===== src/rtl/klotski_pkg.sv =====
// Shared types and constants for the 15-puzzle board loader.
// The optional parity check is enabled by defining KLOTSKI_PARITY_CHECK_EN.
package klotski_pkg;

    localparam int N_TILES = 16;
    localparam int BOARD_W = 64;
    localparam int TILE_W  = 4;
    localparam int INV_W   = 7;

    typedef enum logic [1:0] {
        S_LOAD  = 2'd0,
        S_CHECK = 2'd1,
        S_START = 2'd2,
        S_WAIT  = 2'd3
    } loader_state_t;

    typedef enum logic [1:0] {
        ERR_NONE   = 2'd0,
        ERR_DUP    = 2'd1,
        ERR_UNSOLV = 2'd2
    } err_t;

    // Selects the already-seen tiles numbered above t; each one is an inversion against t.
    function automatic logic [N_TILES-1:0] above_mask(input logic [TILE_W-1:0] t);
        return 16'hFFFE << t;
    endfunction

endpackage


===== src/rtl/klotski_popcnt16.sv =====
// Population count of a 16-bit vector, used to count inversions per accepted tile.
module klotski_popcnt16 (
    input  logic [15:0] vec,
    output logic [4:0]  count
);

    always_comb begin
        count = 5'd0;
        for (int i = 0; i < 16; i++) begin
            count = count + 5'(vec[i]);
        end
    end

endmodule


===== src/rtl/klotski_loader.sv =====
// Collects 16 tiles into a packed board, rejects duplicates, and hands the board to a solver.
// Defining KLOTSKI_PARITY_CHECK_EN adds the inversion-parity solvability check.
//
// state   | meaning
// S_LOAD  | accepting tiles into slot cnt
// S_CHECK | one-cycle solvability decision
// S_START | one-cycle solver start pulse
// S_WAIT  | solver owns the board until i_solver_finished
module klotski_loader
    import klotski_pkg::*;
(
    input  logic               i_clk,
    input  logic               i_rst_n,
    input  logic               i_valid,
    input  logic [TILE_W-1:0]  i_tile,
    output logic               o_ready,
    input  logic               i_clear,
    output logic [BOARD_W-1:0] o_klotski,
    output logic               o_start,
    input  logic               i_solver_finished,
    output logic               o_busy,
    output logic [1:0]         o_err
);

    loader_state_t      state, state_nxt;
    err_t               err, err_nxt;
    logic [3:0]         cnt;
    logic [N_TILES-1:0] seen;
    logic [BOARD_W-1:0] board;
    logic               accept;
    logic               wipe;
    logic               solvable;

    always_comb begin
        state_nxt = state;
        err_nxt   = err;
        accept    = 1'b0;
        wipe      = 1'b0;
        case (state)
            S_LOAD: begin
                if (i_clear) begin
                    wipe    = 1'b1;
                    err_nxt = ERR_NONE;
                end else if (i_valid) begin
                    if (seen[i_tile]) begin
                        wipe    = 1'b1;
                        err_nxt = ERR_DUP;
                    end else begin
                        accept  = 1'b1;
                        err_nxt = ERR_NONE;
                        if (cnt == 4'(N_TILES - 1)) begin
                            state_nxt = S_CHECK;
                        end
                    end
                end
            end
            S_CHECK: begin
                if (i_clear) begin
                    wipe      = 1'b1;
                    err_nxt   = ERR_NONE;
                    state_nxt = S_LOAD;
                end else if (solvable) begin
                    state_nxt = S_START;
                end else begin
                    wipe      = 1'b1;
                    err_nxt   = ERR_UNSOLV;
                    state_nxt = S_LOAD;
                end
            end
            S_START: begin
                if (i_clear) begin
                    wipe      = 1'b1;
                    err_nxt   = ERR_NONE;
                    state_nxt = S_LOAD;
                end else begin
                    state_nxt = S_WAIT;
                end
            end
            S_WAIT: begin
                if (i_solver_finished) begin
                    wipe      = 1'b1;
                    state_nxt = S_LOAD;
                end
            end
            default: state_nxt = S_LOAD;
        endcase
    end

    always_ff @(posedge i_clk or negedge i_rst_n) begin
        if (!i_rst_n) begin
            state <= S_LOAD;
            err   <= ERR_NONE;
            cnt   <= 4'd0;
            seen  <= '0;
        end else begin
            state <= state_nxt;
            err   <= err_nxt;
            if (wipe) begin
                cnt  <= 4'd0;
                seen <= '0;
            end else if (accept) begin
                cnt          <= cnt + 4'd1;
                seen[i_tile] <= 1'b1;
            end
        end
    end

    // Board is only touched by accepted tiles; errors and clears leave the last contents visible.
    always_ff @(posedge i_clk or negedge i_rst_n) begin
        if (!i_rst_n) begin
            board <= '0;
        end else if (accept) begin
            for (int k = 0; k < N_TILES; k++) begin
                if (cnt == 4'(k)) begin
                    board[BOARD_W-1-TILE_W*k -: TILE_W] <= i_tile;
                end
            end
        end
    end

`ifdef KLOTSKI_PARITY_CHECK_EN
    logic [INV_W-1:0] inv;
    logic [1:0]       blank_row;
    logic [4:0]       above;

    klotski_popcnt16 u_popcnt (
        .vec   (seen & above_mask(i_tile)),
        .count (above)
    );

    always_ff @(posedge i_clk or negedge i_rst_n) begin
        if (!i_rst_n) begin
            inv       <= '0;
            blank_row <= 2'd0;
        end else if (wipe) begin
            inv <= '0;
        end else if (accept) begin
            if (i_tile != '0) begin
                inv <= inv + INV_W'(above);
            end else begin
                blank_row <= cnt[3:2];
            end
        end
    end

    assign solvable = inv[0] ^ blank_row[0];
`else
    assign solvable = 1'b1;
`endif

    assign o_ready   = (state == S_LOAD);
    assign o_start   = (state == S_START);
    assign o_busy    = (state == S_WAIT);
    assign o_err     = err;
    assign o_klotski = board;

endmodule


===== config.mk =====
export PLATFORM = sky130hd
export DESIGN_NAME = klotski_loader
export DESIGN_NICKNAME = d
export VERILOG_FILES = /design/src/rtl/klotski_pkg.sv /design/src/rtl/klotski_popcnt16.sv /design/src/rtl/klotski_loader.sv
export SDC_FILE = /design/constraint.sdc
export NUM_CORES = 1
export LEC_CHECK = 0
export ABC_AREA = 1
export BUFFER_PORTS_ARGS = -buffer_cell sky130_fd_sc_hd__buf_2
export CORE_ASPECT_RATIO = 0.6
export CORE_MARGIN = 10
export CORE_UTILIZATION = 50
export CTS_BUF_LIST = sky130_fd_sc_hd__clkbuf_16
export CTS_CLUSTER_SIZE = 12
export DETAILED_ROUTE_END_ITERATION = 12
export GPL_ROUTABILITY_DRIVEN = 0
export PLACE_DENSITY = 0.73
export SLEW_MARGIN = 20
export SYNTH_ARGS = -nofsm -noshare
export SYNTH_HDL_FRONTEND = slang
export SYNTH_HIERARCHICAL = 1
export SYNTH_SLANG_ARGS = --single-unit

===== constraint.sdc =====
create_clock -name i_clk -period 4.3 [get_ports i_clk]
set_clock_uncertainty 0.2 [all_clocks]
set_input_delay 0.43 -clock i_clk [delete_from_list [all_inputs] [get_ports i_clk]]
set_output_delay 0.43 -clock i_clk [all_outputs]
set_load 0.01 [all_outputs]

**After elaboration in Yosys (flattened, before gate mapping)**

Index checks and enable logic that the tools add are counted.

- Input bits: 9
- Output and inout bits: 69
- Word-level logic and storage cells: 104
- Bits in registers: 88

- Bitwise gates (word level): 1
- $add $sub $neg: 1
- Equality and inequality tests: 25
- Reductions and logical operators: 24
- Mux-type cells: 31
- Order comparisons: 2

Operator list:

| operator | number |
|---|---|
| equality test 4 bit (second input constant) | 8 |
| 2-to-1 mux 16 bit | 2 |
| AND reduction 2 bit | 16 |
| 2-to-1 mux 2 bit | 10 |
| equality test 4 x 3 -> 1 bit (second input constant) | 4 |
| OR 16 bit | 1 |
| 2-to-1 mux 1 bit | 12 |
| equality test 4 x 2 -> 1 bit (second input constant) | 2 |
| 2-to-1 mux 4 bit | 2 |
| inequality test 2 bit (second input constant) | 4 |
| case mux 2 bit (4 select lines) | 1 |
| less-than comparator 4 x 5 -> 1 bit (second input constant) | 1 |
| AND reduction 5 bit | 1 |
| adder 4 x 1 -> 4 bit (second input constant) | 1 |
| binary-select mux 1 bit (select 4 bit) | 1 |
| demux 1 bit (select 4 bit) | 1 |
| equality test 2 bit (second input constant) | 2 |
| equality test 4 x 1 -> 1 bit (second input constant) | 1 |
| greater-or-equal comparator 4 x 1 -> 1 bit (second input constant) | 1 |
| zero test 4 bit | 1 |
| inequality test 2 x 1 -> 1 bit (second input constant) | 2 |
| case mux 2 bit (2 select lines) | 1 |
| nonzero test 2 bit | 2 |
| inequality test 3 x 2 -> 1 bit (second input constant) | 1 |
| other kinds (6) | 6 |

**Depth between registers and ports, before layout**

- Depth in word-level cells: 8
- Mapped depth: 15
- Gate-level depth less buffers: 13

**Worst setup path before layout**

Ideal clock, no wire load.

- Path type: register to register
- Start: register state[0]
- End: register board[44], in the netlist o_klotski[44]
- Cell stages (with the launch flop): 12
- Setup slack: 2,244 ps
- Period minus slack after synthesis: 2,056 ps
- Buffers on the path: 3
- Setup time: 117 ps
- Data arrival time: 1,739 ps
- Required time: 3,983 ps
- Cells stage by stage: dfrtp_1 inv_1 ha_1 and3_1 clkbuf_1 nand2_2 buf_6 nor2_4 buf_6 nand2_2 nand2_1 nand2_1

- Cells in the longest elaborated chain, start to end: 3

Ends and longest elaborated chain:

| element | line | text |
|---|---|---|
| start, declared | klotski_loader.sv:25 | `loader_state_t state, state_nxt;` |
| start signal, assigned | klotski_loader.sv:96 | `state <= state_nxt;` |
| zero test 2 bit | n/a |  |
| via o_ready | klotski_loader.sv:16 | `output logic o_ready,` |
| 2-to-1 mux 1 bit | klotski_loader.sv:39 | `case (state)` |
| AND reduction 2 bit (no line) | n/a |  |
| end signal, assigned by index | klotski_loader.sv:115 | `board[BOARD_W-1-TILE_W*k -: TILE_W] <= i_tile;` |
| end, declared | klotski_loader.sv:29 | `logic [BOARD_W-1:0] board;` |

The timed path passes the listed nets, and every way through them passes these cells.
A chain may end at the register's enable or synchronous reset.

**Worst setup path after layout**

- Start: input i_tile[0]
- End: register board[29], in the netlist o_klotski[29]

- Cells in the longest elaborated chain, start to end: 7

Ends and longest elaborated chain:

| element | line | text |
|---|---|---|
| start, declared | klotski_loader.sv:15 | `input logic [TILE_W-1:0] i_tile,` |
| binary-select mux 1 bit (select 4 bit) | klotski_loader.sv:45 | `if (seen[i_tile]) begin` |
| 2-to-1 mux 1 bit (implied by the code) | klotski_loader.sv:45 |  |
| 2-to-1 mux 1 bit | klotski_loader.sv:45 |  |
| 2-to-1 mux 1 bit | klotski_loader.sv:44 | `end else if (i_valid) begin` |
| 2-to-1 mux 1 bit | klotski_loader.sv:41 | `if (i_clear) begin` |
| 2-to-1 mux 1 bit | klotski_loader.sv:39 |  |
| AND reduction 2 bit (no line) | n/a |  |

No other way between the ends. The select of a mux whose other input is x is not followed.

==> summary.txt <==
CRITICAL PATH
-------------------------------------------------------------------------------------
Family of cells with the greatest summed delay on the critical path .... simple AND/OR/NAND/NOR gates
Crit path top cell by count ............................................      nand2_1
Peak per-stage delay on the critical path ..............................       490 ps
Max Fanout on Critical Path ............................................           30
Arrival time worst endpoint ............................................      2840 ps
Critical path cell sequence ............................................ buf_2 -> inv_1 -> nand2_1 -> nand2_1 -> nand2_1 -> nand2_1 -> nand2_1 -> nand2_2 -> nor2_4 -> nand2_2 -> nor2_4 -> nand2_2 -> nand2_1 -> nand2_1
Endpoint type of the worst setup path ..................................    flip-flop
Setup slack of the most critical reg-to-reg path .......................      1740 ps
Crit Path Class ........................................................ primary input to flip-flop
Element type at the critical path start ................................ primary input
Critical path buffers and inverters ....................................            2
Required time of the critical path .....................................      4320 ps
Cell type of the slowest stage on the worst timing path ................       nor2_4

POWER
-------------------------------------------------------------------------------------
Power density normalized to cell area ..................................  463 nW/um^2
Final Total Pwr ........................................................      2.22 mW
Leakage power summed over all cells ....................................      2.87 nW
Peak supply drop .......................................................     0.292 mV

LOGIC SYNTHESIS
-------------------------------------------------------------------------------------
Biggest area contributors in the synthesized netlist ................... dfrtp_1 53%, nand2_1 19%, nand3_1 8.1%, inv_1 3.8%, nor2_1 2.8%
Yosys reg bits .........................................................           87
Number of distinct library cells after synthesis .......................           23
Post-synthesis area per instance .......................................    7.87 um^2
Post-synthesis instance total ..........................................          519
Number of warnings reported in the yosys synthesis log .................            6
Cell area after synthesis ..............................................    4080 um^2
Share of the synthesized area in the top cell type .....................        53.3%
Most area-hungry cell type in the Yosys netlist ........................      dfrtp_1
Share of synthesized area occupied by flip-flops and latches ...........        53.3%
Synthesized net count ..................................................          537

TIMING
-------------------------------------------------------------------------------------
Highest clock frequency the design can meet ............................      355 MHz
Endpoints failing hold .................................................           87
Worst rel slew slack ...................................................        48.8%
Smallest hold slack ....................................................     -79.5 ps
Measured slew at the worst slew-check pin ..............................       768 ps
Final slew viol count ..................................................            0
Total Negative Setup Slacks ............................................         0 ps
Min cycle time layout ..................................................      2820 ps
Period utilization .....................................................        65.6%
Setup repair after global routing missed its margin ....................        false
Final Setup Violations .................................................            0

CLOCK NETWORK
-------------------------------------------------------------------------------------
CTS Buffer Depth .......................................................            2
Clk sink count .........................................................           87
Clock Latency Late Sink ................................................       340 ps
TritonCTS clock tree ...................................................          yes
Post-CTS sizing ........................................................            0
H-tree depth ...........................................................            3
CTS Root Buffer Type ...................................................    clkbuf_16
Clock slew seen by the registers of the worst setup and hold paths .....        60 ps
Number of setup buffers added after CTS ................................            0
Total CTS buffers ......................................................            9
Number of buffers added to fix hold violations after cts ...............            0

PLACED DESIGN
-------------------------------------------------------------------------------------
Post-detailed-placement half-perimeter wirelength ......................      7.29 mm
Quantity of I/O buffers inserted on ports ..............................           76
Placed cells ...........................................................          679

DIE
-------------------------------------------------------------------------------------
Die footprint ..........................................................   12300 um^2
Width of the die .......................................................       137 um
Io pins ................................................................           78
Num rows ...............................................................           25
Die Y ..................................................................      90.0 um
Total core area ........................................................    7910 um^2
Initial core utilization ...............................................        51.6%

FINAL LAYOUT
-------------------------------------------------------------------------------------
Growth of design area from synthesis to finish .........................        17.2%
Post-route non-filler standard cell count ..............................          695
Antenna diodes .........................................................            0
Footprint of the flip-flops and latches ................................    2180 um^2
Most frequent cells in the layout ...................................... 211 x nand2_1, 87 x dfrtp_1, 75 x buf_2
Area of combinational cells with multiple inputs .......................    1610 um^2
Total number of nets in the final design ...............................          600
Filler cell count in the final layout ..................................          696
Fraction of layout instances using a drive strength above 1 ............        17.9%
Most frequent standard cell in the layout excluding fill and tap cells .      nand2_1

ROUTE
-------------------------------------------------------------------------------------
Iter 0 DRT Violations ..................................................          354
Count of vias placed by the detailed router ............................         3495
Routed wire length per instance ........................................      14.9 um
First-pass iteration count of the detailed router ......................            4
Drt via density ........................................................         5.03
Total length of routed wires ...........................................      10.3 mm
Number of nets still failing antenna checks after routing ..............            0
Count of unresolved DRC violations after routing .......................            0

GLOBAL ROUTING
-------------------------------------------------------------------------------------
Remaining global-route overflow ........................................            0
Largest net degree at the start of global routing ......................           88
Number of global-route vias before repair ..............................         3379
GRT Overall Usage ......................................................        17.3%
First-pass GRT wire length .............................................      17.2 mm
Initial antenna violation count ........................................            0

RUN STATUS
-------------------------------------------------------------------------------------
Violations in the final reports ........................................  hold timing
Result of the run ...................................................... complete, but fails checks

WORST HOLD PATH
-------------------------------------------------------------------------------------
Worst hold path class .................................................. primary input to asynchronous set/reset pin

FLOW RUN
-------------------------------------------------------------------------------------
Max-capacitance violation count ........................................            0

==> per-layer routing <==
layer / up-vias / GRT usage (%) / share of wire [%]
met5: - / 0 / 0
met4: 0 / 4.77 / 1.2
met3: 9 / 6.56 / 9.4
met2: 120 / 24.3 / 42
met1: 1624 / 24.1 / 48
li1: 1742 / - / -
==> state kept, by name, indices dropped and copies added, names as in the netlist <==
| register | flops |
|---|---|
| cnt | 4 |
| o_err | 1 |
| o_klotski | 64 |
| state | 2 |
| seen | 16 |
==> layout make-up <==
cell class                 instances  area share [%]
clock buffer                       9            4.71
inverter                          42            3.29
clock inverter                     7            1.36
sequential                        87            45.5
tap                              108            2.82
multi-input combinational        362            33.6
timing repair buffer              80            8.71
==> cells by family after synthesis <==
group,synth area share (%)
adder cells (fa/ha/maj),2.76
buffers and inverters,7.35
flip-flops,53.3
AND/OR/NAND/NOR,32.8
AO/OA/AOI/OAI,3.74
other,0.0918
==> per-stage QoR <==
step | hold slack [ps] | worst slack, ps | utilization [%] | instance area [um^2]
floorplan | -65.6 | 2240 | - | 4080
global placement | 253 | 1290 | 56.7 | 4490
detailed placement | 257 | 1180 | 56.7 | 4490
CTS | 136 | 1530 | 60.4 | 4780
global route | 19.8 | 1250 | 60.5 | 4790
finish | -79.5 | 1480 | 60.5 | 4790
==> cell usage after synthesis <==
| cell type | count |
|---|---|
| and3_1 | 1 |
| ha_1 | 9 |
| nand4_1 | 1 |
| conb_1 | 1 |
| buf_4 | 2 |
| buf_6 | 2 |
| a21oi_1 | 2 |
| a221o_1 | 1 |
| o21ai_0 | 11 |
| dfrtp_1 | 87 |
| inv_2 | 1 |
| clkbuf_1 | 10 |
| o22ai_1 | 2 |
| buf_2 | 12 |
| nand2_2 | 7 |
| inv_1 | 41 |
| nor3_1 | 4 |
| nor2_1 | 31 |
| nand2_1 | 211 |
| o21ai_1 | 13 |
| nor2_4 | 2 |
| nand3_1 | 66 |
| buf_1 | 2 |
==> where the power goes <==
group	leakage (nW)	switching (mW)	internal [mW]	total (mW)
Sequential	1.20	0.0715	0.912	0.983
Clock	0.136	0.312	0.444	0.757
Combinational	1.54	0.320	0.158	0.478
Total	2.87	0.703	1.51	2.22
==> final timing paths <==
| kind | start | end | cells past startpoint |
|---|---|---|---|
| setup / recovery | i_tile[0] | o_klotski[29] | 14 |
| min in group i_clk | i_clear | state[1] | 4 |
| max in group asynchronous | i_rst_n | seen[1] | 1 |
| hold / removal | i_rst_n | state[0] | 1 |
| hold reg to reg | o_klotski[39] | o_klotski[39] | 2 |
| setup reg to reg | state[0] | o_klotski[29] | 8 |
(Power assumes the default switching activity.)
